File: src/rtl/icache_ctrl_if.sv
// Fetch-side and refill-side signals of the instruction cache.
//   pc        : fetch address from the PC register (bits [1:0] ignored)
//   instr     : fetched instruction word
//   stall     : fetch cannot complete this cycle (inverse enables the PC register)
//   mem_req   : refill word request to main memory
//   mem_addr  : word-aligned refill address
//   mem_rdata : refill data, valid with mem_ack
//   mem_ack   : one-cycle acknowledge per refill word
// The slave modport is the cache; the master modport is the CPU/memory side.
interface icache_ctrl_if;
    logic [31:0] pc;
    logic [31:0] instr;
    logic        stall;
    logic        mem_req;
    logic [31:0] mem_addr;
    logic [31:0] mem_rdata;
    logic        mem_ack;

    modport master (
        output pc, mem_rdata, mem_ack,
        input  instr, stall, mem_req, mem_addr
    );

    modport slave (
        input  pc, mem_rdata, mem_ack,
        output instr, stall, mem_req, mem_addr
    );
endinterface

File: src/rtl/icache_ctrl.sv
// Direct-mapped, read-only instruction cache controller with zero-latency hits
// and a word-by-word refill from main memory.
//   clk   : clock, all state updates on the rising edge
//   reset : asynchronous active-high reset
//   bus   : icache_ctrl_if.slave (pc/instr/stall fetch side, mem_* refill side)
// instr/stall are combinational from pc so a hit completes in the same cycle.
module icache_ctrl #(
    parameter int unsigned NUM_LINES      = 16,
    parameter int unsigned WORDS_PER_LINE = 4
) (
    input  logic         clk,
    input  logic         reset,
    icache_ctrl_if.slave bus
);
    localparam int unsigned OB = $clog2(WORDS_PER_LINE);
    localparam int unsigned IB = $clog2(NUM_LINES);
    localparam int unsigned TB = 32 - 2 - OB - IB;
    localparam logic [31:0]   NOP       = 32'h0000_0013;
    localparam logic [OB-1:0] LAST_WORD = OB'(WORDS_PER_LINE - 1);

    typedef enum logic {IDLE, REFILL} state_t;

    state_t state_q, state_d;

    // Line storage: valid bits are reset, tags/data are not.
    logic [NUM_LINES-1:0] valid_q;
    logic [TB-1:0]        tag_mem  [NUM_LINES];
    logic [31:0]          data_mem [NUM_LINES][WORDS_PER_LINE];

    // Refill context latched at miss time so pc may move during the refill.
    logic [TB-1:0] fill_tag_q;
    logic [IB-1:0] fill_idx_q;
    logic [OB-1:0] cnt_q;

    logic [OB-1:0] pc_off;
    logic [IB-1:0] pc_idx;
    logic [TB-1:0] pc_tag;
    logic          unused_pc_bits;

    logic hit_c;
    logic start_fill;
    logic fill_we;
    logic fill_done;

    // Address split: tag | index | offset | byte
    assign pc_off         = bus.pc[2 +: OB];
    assign pc_idx         = bus.pc[2 + OB +: IB];
    assign pc_tag         = bus.pc[31 -: TB];
    assign unused_pc_bits = ^bus.pc[1:0];

    // Next-state, fetch outputs and refill control.
    always_comb begin
        state_d      = state_q;
        hit_c        = 1'b0;
        start_fill   = 1'b0;
        fill_we      = 1'b0;
        fill_done    = 1'b0;
        bus.instr    = NOP;
        bus.stall    = 1'b1;
        bus.mem_req  = 1'b0;
        bus.mem_addr = '0;

        case (state_q)
            IDLE: begin
                hit_c = valid_q[pc_idx] && (tag_mem[pc_idx] == pc_tag);
                // Reset holds the fetch side stalled with a NOP.
                if (!reset) begin
                    if (hit_c) begin
                        bus.stall = 1'b0;
                        bus.instr = data_mem[pc_idx][pc_off];
                    end else begin
                        start_fill = 1'b1;
                        state_d    = REFILL;
                    end
                end
            end
            REFILL: begin
                bus.mem_req  = 1'b1;
                bus.mem_addr = {fill_tag_q, fill_idx_q, cnt_q, 2'b00};
                if (bus.mem_ack) begin
                    fill_we = 1'b1;
                    if (cnt_q == LAST_WORD) begin
                        fill_done = 1'b1;
                        state_d   = IDLE;
                    end
                end
            end
            default: state_d = IDLE;
        endcase
    end

    // State, valid bits and refill context.
    always_ff @(posedge clk or posedge reset) begin
        if (reset) begin
            state_q    <= IDLE;
            valid_q    <= '0;
            cnt_q      <= '0;
            fill_tag_q <= '0;
            fill_idx_q <= '0;
        end else begin
            state_q <= state_d;
            if (start_fill) begin
                fill_tag_q      <= pc_tag;
                fill_idx_q      <= pc_idx;
                cnt_q           <= '0;
                // Invalidate now so a partially refilled line never hits.
                valid_q[pc_idx] <= 1'b0;
            end
            if (fill_we) begin
                cnt_q <= fill_done ? '0 : cnt_q + OB'(1);
            end
            if (fill_done) begin
                valid_q[fill_idx_q] <= 1'b1;
            end
        end
    end

    // Tag and data arrays; writes only happen in REFILL.
    always_ff @(posedge clk) begin
        if (fill_we) begin
            data_mem[fill_idx_q][cnt_q] <= bus.mem_rdata;
        end
        if (fill_done) begin
            tag_mem[fill_idx_q] <= fill_tag_q;
        end
    end
endmodule

File: src/flat_wrapper.sv
// flat-port wrapper written by rule: the top's interface ports become plain ports
module icache_ctrl_flat 
#(
    parameter int unsigned NUM_LINES      = 16,
    parameter int unsigned WORDS_PER_LINE = 4
)
  (clk, reset, bus_pc, bus_mem_rdata, bus_mem_ack, bus_instr, bus_stall, bus_mem_req, bus_mem_addr);
  icache_ctrl_if bus_i ();
  input  logic clk;
  input  logic reset;
  input wire logic [$bits(bus_i.pc)-1:0] bus_pc;
  input wire logic [$bits(bus_i.mem_rdata)-1:0] bus_mem_rdata;
  input wire logic [$bits(bus_i.mem_ack)-1:0] bus_mem_ack;
  output wire logic [$bits(bus_i.instr)-1:0] bus_instr;
  output wire logic [$bits(bus_i.stall)-1:0] bus_stall;
  output wire logic [$bits(bus_i.mem_req)-1:0] bus_mem_req;
  output wire logic [$bits(bus_i.mem_addr)-1:0] bus_mem_addr;
  assign bus_i.pc = bus_pc;
  assign bus_i.mem_rdata = bus_mem_rdata;
  assign bus_i.mem_ack = bus_mem_ack;
  assign bus_instr = bus_i.instr;
  assign bus_stall = bus_i.stall;
  assign bus_mem_req = bus_i.mem_req;
  assign bus_mem_addr = bus_i.mem_addr;
  icache_ctrl #(.NUM_LINES(NUM_LINES), .WORDS_PER_LINE(WORDS_PER_LINE)) u_core (.clk(clk), .reset(reset), .bus(bus_i));
endmodule
File: config.mk
export PLATFORM = sky130hd
export DESIGN_NAME = icache_ctrl_flat
export DESIGN_NICKNAME = d
export VERILOG_FILES = /design/src/rtl/icache_ctrl_if.sv /design/src/rtl/icache_ctrl.sv /design/src/flat_wrapper.sv
export SDC_FILE = /design/constraint.sdc
export NUM_CORES = 2
export LEC_CHECK = 0
export BUFFER_PORTS_ARGS = -buffer_cell sky130_fd_sc_hd__buf_2
export CAP_MARGIN = 25
export CORE_MARGIN = 10
export CORE_UTILIZATION = 35
export CTS_CLUSTER_DIAMETER = 100
export CTS_CLUSTER_SIZE = 20
export DETAILED_ROUTE_END_ITERATION = 12
export PLACE_DENSITY_LB_ADDON = 0.25
export SYNTH_ARGS = -nofsm -noshare
export SYNTH_HDL_FRONTEND = slang
export SYNTH_SLANG_ARGS = --single-unit
export TNS_END_PERCENT = 100
File: constraint.sdc
create_clock -name clk -period 9.35 [get_ports clk]
set_clock_uncertainty 0.2 [all_clocks]
set_input_delay 0.935 -clock clk [delete_from_list [all_inputs] [get_ports clk]]
set_output_delay 0.935 -clock clk [all_outputs]
set_load 0.02 [all_outputs]
* Word-level counts from Yosys, hierarchy flattened
Memories as Yosys holds them, arrays and structs flattened. Index checks and enable logic that the tools add are counted.
Storage, ports and cells: bits in registers 47, latch bits 0, RAM bits 2432, memory bits (read-only) 0, input bits 67, output and inout bits 66, memories kept 2
Memories:
- u_core.data_mem | words 16, width 128, rd ports 1, clocked after memory_dff 0, write ports 1, RTL line icache_ctrl.sv:28 | logic [31:0] data_mem [NUM_LINES][WORDS_PER_LINE];
- u_core.tag_mem | words 16, width 24, rd ports 1, clocked after memory_dff 0, write ports 1, RTL line icache_ctrl.sv:27 | logic [TB-1:0] tag_mem [NUM_LINES];
Cells by class: $add $sub $neg 1, $mul 0, div/mod/pow operators 0, order comparisons 7, equal/unequal tests 2, shifts and indexed selects 0, mux-type cells 38, bitwise operators 6, reductions and logical operators 5
Operators by type and width (number):
- $mux 32 | 7
- $mux 128 | 1
- $bmux 32 s2 | 1
- $demux 32 s2 | 1
- $mux 16 | 2
- $eq 24x24->1 | 1
- $mux 1 | 19
- $and 16x16->16 | 1
- $not 16->16 | 1
- $or 16x16->16 | 1
- $lt 4x5->1 const B | 2
- $demux 1 s4 | 2
- $ge 4x1->1 const B | 2
- $ge 3x3->1 const B | 2
- $mux 2 | 3
- $not 2->3 | 2
- $bmux 1 s4 | 1
- $logic_and 1x1->1 | 4
- $lt 3x1->1 const B | 1
- $add 2x1->2 const B | 1
- $eq 2x2->1 const B | 1
- $pmux 1 s2 | 1
- $reduce_bool 2->1 | 1
- $not 1->1 | 1

* Logic depth before layout (Yosys ltp)
depth after elaboration 9, mapped depth 15

* Least setup slack after synthesis
OpenSTA, ideal clock, no wires.
kind input -> output, from input port bus_pc[5], to output port bus_instr[0], arrival 3911 ps, slack 4304 ps, cell stages on the path 10, path buffers 6, path through buf_4 > buf_4 > buf_4 > buf_2 > clkbuf_1 > clkbuf_1 > mux4_2 > mux4_2 > mux4_2 > or2_1
On the way: longest elaborated chain between the ends 7
RTL lines:
- start, declared | RTL line flat_wrapper.sv:11 | input wire logic [$bits(bus_i.pc)-1:0] bus_pc;
- $mem_v2 16x128
- $bmux 32 s2 | RTL line icache_ctrl.sv:70 | bus.instr = data_mem[pc_idx][pc_off];
- $mux 32 (not written as such) (2 in series) | RTL line icache_ctrl.sv:70
- $mux 32 (*) | RTL line icache_ctrl.sv:68 | if (hit_c) begin
- $mux 32 (*) | RTL line icache_ctrl.sv:67 | if (!reset) begin
- $mux 32 (*) | RTL line icache_ctrl.sv:63 | case (state_q)
- end, declared | RTL line flat_wrapper.sv:14 | output wire logic [$bits(bus_i.instr)-1:0] bus_instr;
Every way passes the cells marked *; elsewhere a longest branch is shown, timed or not. The select of a mux whose other input is x is not followed.

* Final worst setup path
from input port bus_pc[4], to output port bus_instr[17]
The elaborated chain is that of the path after synthesis.

==> impl_metrics.toml <==
[floorplan]
core_area_um2 = 271000
die_w_um = 542
start_util = 0.352
num_rows = 191
ioPinCount = 133
die-area_um2 = 294000
die_h_um = 542

[power_and_ir_drop]
sw_frac_of_total = 0.239
pwr-share-seq = 0.606
p_leak_uw = 0.0320
irDropWorstVdd_mv = 0.209
power_switching_uw = 5190
p_comb_frac = 0.097
powerDensity_nw_per_um2 = 205
p_int_uw = 16600
power.total_uw = 21700
clockPowerShare = 0.297

[cts]
insertion_delay_ns = 0.85
clk_pin_slew_ns = 0.09
clk_path_buf_depth = 4
cts_buffers = 150
cts_setup_buffers = 0
cts.htree.levels = 4
cts.sinks = 2479
cts_resized = 0
cts_tree = "built"
cts_root_buffer = "clkbuf_16"
cts_hold_buf = 0

[logic_synthesis]
async_flop_share = 0.0190
synth-seq-cells = 2479
ys_warn_count = 0
synth_cell_types = 61
seq_area_frac_synth = 0.777
syn_avg_cell_area_um2 = 24.3
ys.flop_type = "edfxtp_1"
netlist_instances = 3930
synth_edf_count = 2432
syn_area_um2 = 95500

[setup_path]
critPathLaunchType = "input port"
rrSetupSlack_ns = 5.61
setup.worst_path.end = "bus_instr[17]"
reg2reg_to = "u_core.fill_tag_q[2]"
cpMaxStageDelayCell = "nand3_2"
crit_arrival_ns = 6.08
crit_path_start = "bus_pc[4]"
cpPeakStageDelay_ns = 0.82
critPathMaxFanout = 104
crit_chain = "buf_8, buf_12, mux4_2, mux2_2, o31ai_1, nor3b_1, o2111ai_1, nor4_2, nand3_2, buf_4, nor2b_1, buf_2"
reg2regPathDepth = 8
worstPathRequired_ns = 8.22
reg2reg_from = "u_core.tag_mem[11][7]"
cp-end-kind = "output pin"
critical_path_class = "in2out"

[timing]
worst_slew_pin_slew_ns = 1.12
period_minus_slack_ns = 7.21
rsz0062_at_grt = "no"
fmax_mhz = 139
setup_viol_count_final = 0
final.period_utilization = 0.772
drv_slew = 0
slew_headroom = 0.252
fin_tns_setup_ns = 0
finalHoldViolCount = 0

[global_routing]
use_met1 = 0.222
grt_pass1_vias = 44200
grt_antenna_before_repair = 18
grt_use_total = 0.158
grt_busiest_layer = "met2"
grt_pass1_wl_um = 338000
grt_max_degree = 124
use_met3 = 0.0265
overflow = 0
grt_use_met2 = 0.262

[finish]
multiInputGateArea_um2 = 20800
syn2layout_area_growth_pct = 10.9
drive_gt1_frac = 0.308
fillers = 23800
regArea_um2 = 74200
fin_nets = 4218
fin_cells = 7749

[outcome]
outcome = "finished, final reports clean"

[drt]
drt_wl_total_um = 238000
drtIter0Drc = 4608
drc = 0
dr.pass1.iters = 6
vias_per_cell = 5.47
ant_nets = 0
vias = 42400
wl_per_cell_um = 30.7

[placement]
gp_congestion = 0.718
dp_cells = 7534
io_buffers = 128
dpl.hpwl_um = 122000

[worst_hold_path]
min_path_type = "in2reg"

[job]
drv_cap = 0
## state kept, by name, indices dropped and copies added (netlist names)
name	count
u_core.valid_q	16
u_core.fill_idx_q	4
u_core.state_q	1
u_core.cnt_q	2
u_core.tag_mem	384
u_core.fill_tag_q	24
u_core.data_mem	2048
## power by group through the flow
stage,registers [uW],clock network [uW],logic [uW]
after detailed placement,13400,0,2120
after global placement,13400,0,2100
after CTS,13200,6660,2130
final,13200,6460,2100
after floorplan,13300,0,1150
after global routing,13200,7030,2230
## metal layers
layer / wire [um] / up-vias
li1: - / 17200
met1: 102000 / 23700
met2: 118000 / 1258
met3: 14100 / 246
met4: 4720 / 18
met5: 112 / -
## layout by cell type (no fill, tap or decap), types with 33 or more instances in the layout
master,Yosys,final
and2_1,33,33
buf_12,0,37
buf_2,90,123
buf_4,12,110
clkbuf_16,0,153
dfrtp_1,47,47
edfxtp_1,2432,2432
mux2i_1,59,59
mux4_2,759,759
nor2_4,0,80
nor2b_1,37,37
## worst min-delay path by stage
stage,startpoint,to,slack (ns),cells past startpoint
floorplan,u_core.valid_q[12],u_core.valid_q[12],0.31,2
global placement,u_core.valid_q[15],u_core.valid_q[15],0.33,2
detailed placement,u_core.valid_q[11],u_core.valid_q[11],0.34,2
CTS,bus_pc[27],u_core.fill_tag_q[19],0.07,2
global route,bus_pc[27],u_core.fill_tag_q[19],0.09,2
finish,bus_pc[27],u_core.fill_tag_q[19],0.13,2
## cells by family (layout without fill, tap and decap cells)
group / Yosys count / count (layout) / share of synthesized area
buf+inv: 221 / 467 / 0.0107
xor+xnor: 25 / 25 / 0.00229
compound gates: 73 / 73 / 0.00543
fa+ha+maj: 4 / 4 / 0.000524
flops: 2479 / 2479 / 0.777
mux: 850 / 850 / 0.189
other cells: 1 / 4 / 0.0000393
simple gates: 277 / 277 / 0.0145
## Yosys cell counts (7+ instances only)
library cell | number | share of area
edfxtp_1 | 2432 | 0.77
dfrtp_1 | 47 | 0.012
mux2_1 | 28 | 0.0033
mux4_2 | 759 | 0.18
clkbuf_1 | 87 | 0.0034
nor2_1 | 111 | 0.0044
nor4_1 | 8 | 0.00052
xnor2_1 | 20 | 0.0018
nand2_1 | 33 | 0.0013
nor3_1 | 7 | 0.00037
buf_1 | 19 | 0.00075
a22oi_1 | 11 | 0.00087
nand4_1 | 8 | 0.00052
a31oi_1 | 18 | 0.0012
nor2b_1 | 37 | 0.0024
buf_2 | 90 | 0.0047
and2_1 | 33 | 0.0022
mux2i_1 | 59 | 0.0062
nand3_1 | 15 | 0.00079
buf_4 | 12 | 0.00094
## layout make-up
cell class | instances | area share
inverter | 8 | 0.000355
multi-input combinational | 1231 | 0.197
clock inverter | 5 | 0.000414
tap | 3570 | 0.0422
antenna | 2 | 0.0000473
timing repair buffer | 277 | 0.0221
sequential | 2479 | 0.701
clock buffer | 177 | 0.0370
## worst max-delay path: cells and delay by family
kind            cells  cell delay, ns
buf+inv             4            1.89
simple gates        4            1.78
mux                 2            0.92
compound gates      2            0.40
## through the flow
stage          cell area, um2  utilization  hold WS, ns  setup slack [ns]
2_1_floorplan           95500            -        0.313              4.30
3_3_place_gp           101000        0.373        0.333              2.00
3_5_place_dp           101000        0.373        0.340              1.97
4_1_cts                105000        0.388       0.0678              1.95
5_1_grt                106000        0.390       0.0853              1.58
6_report               106000        0.390        0.135              2.14
Note: power is estimated with default switching activity, not from simulation.
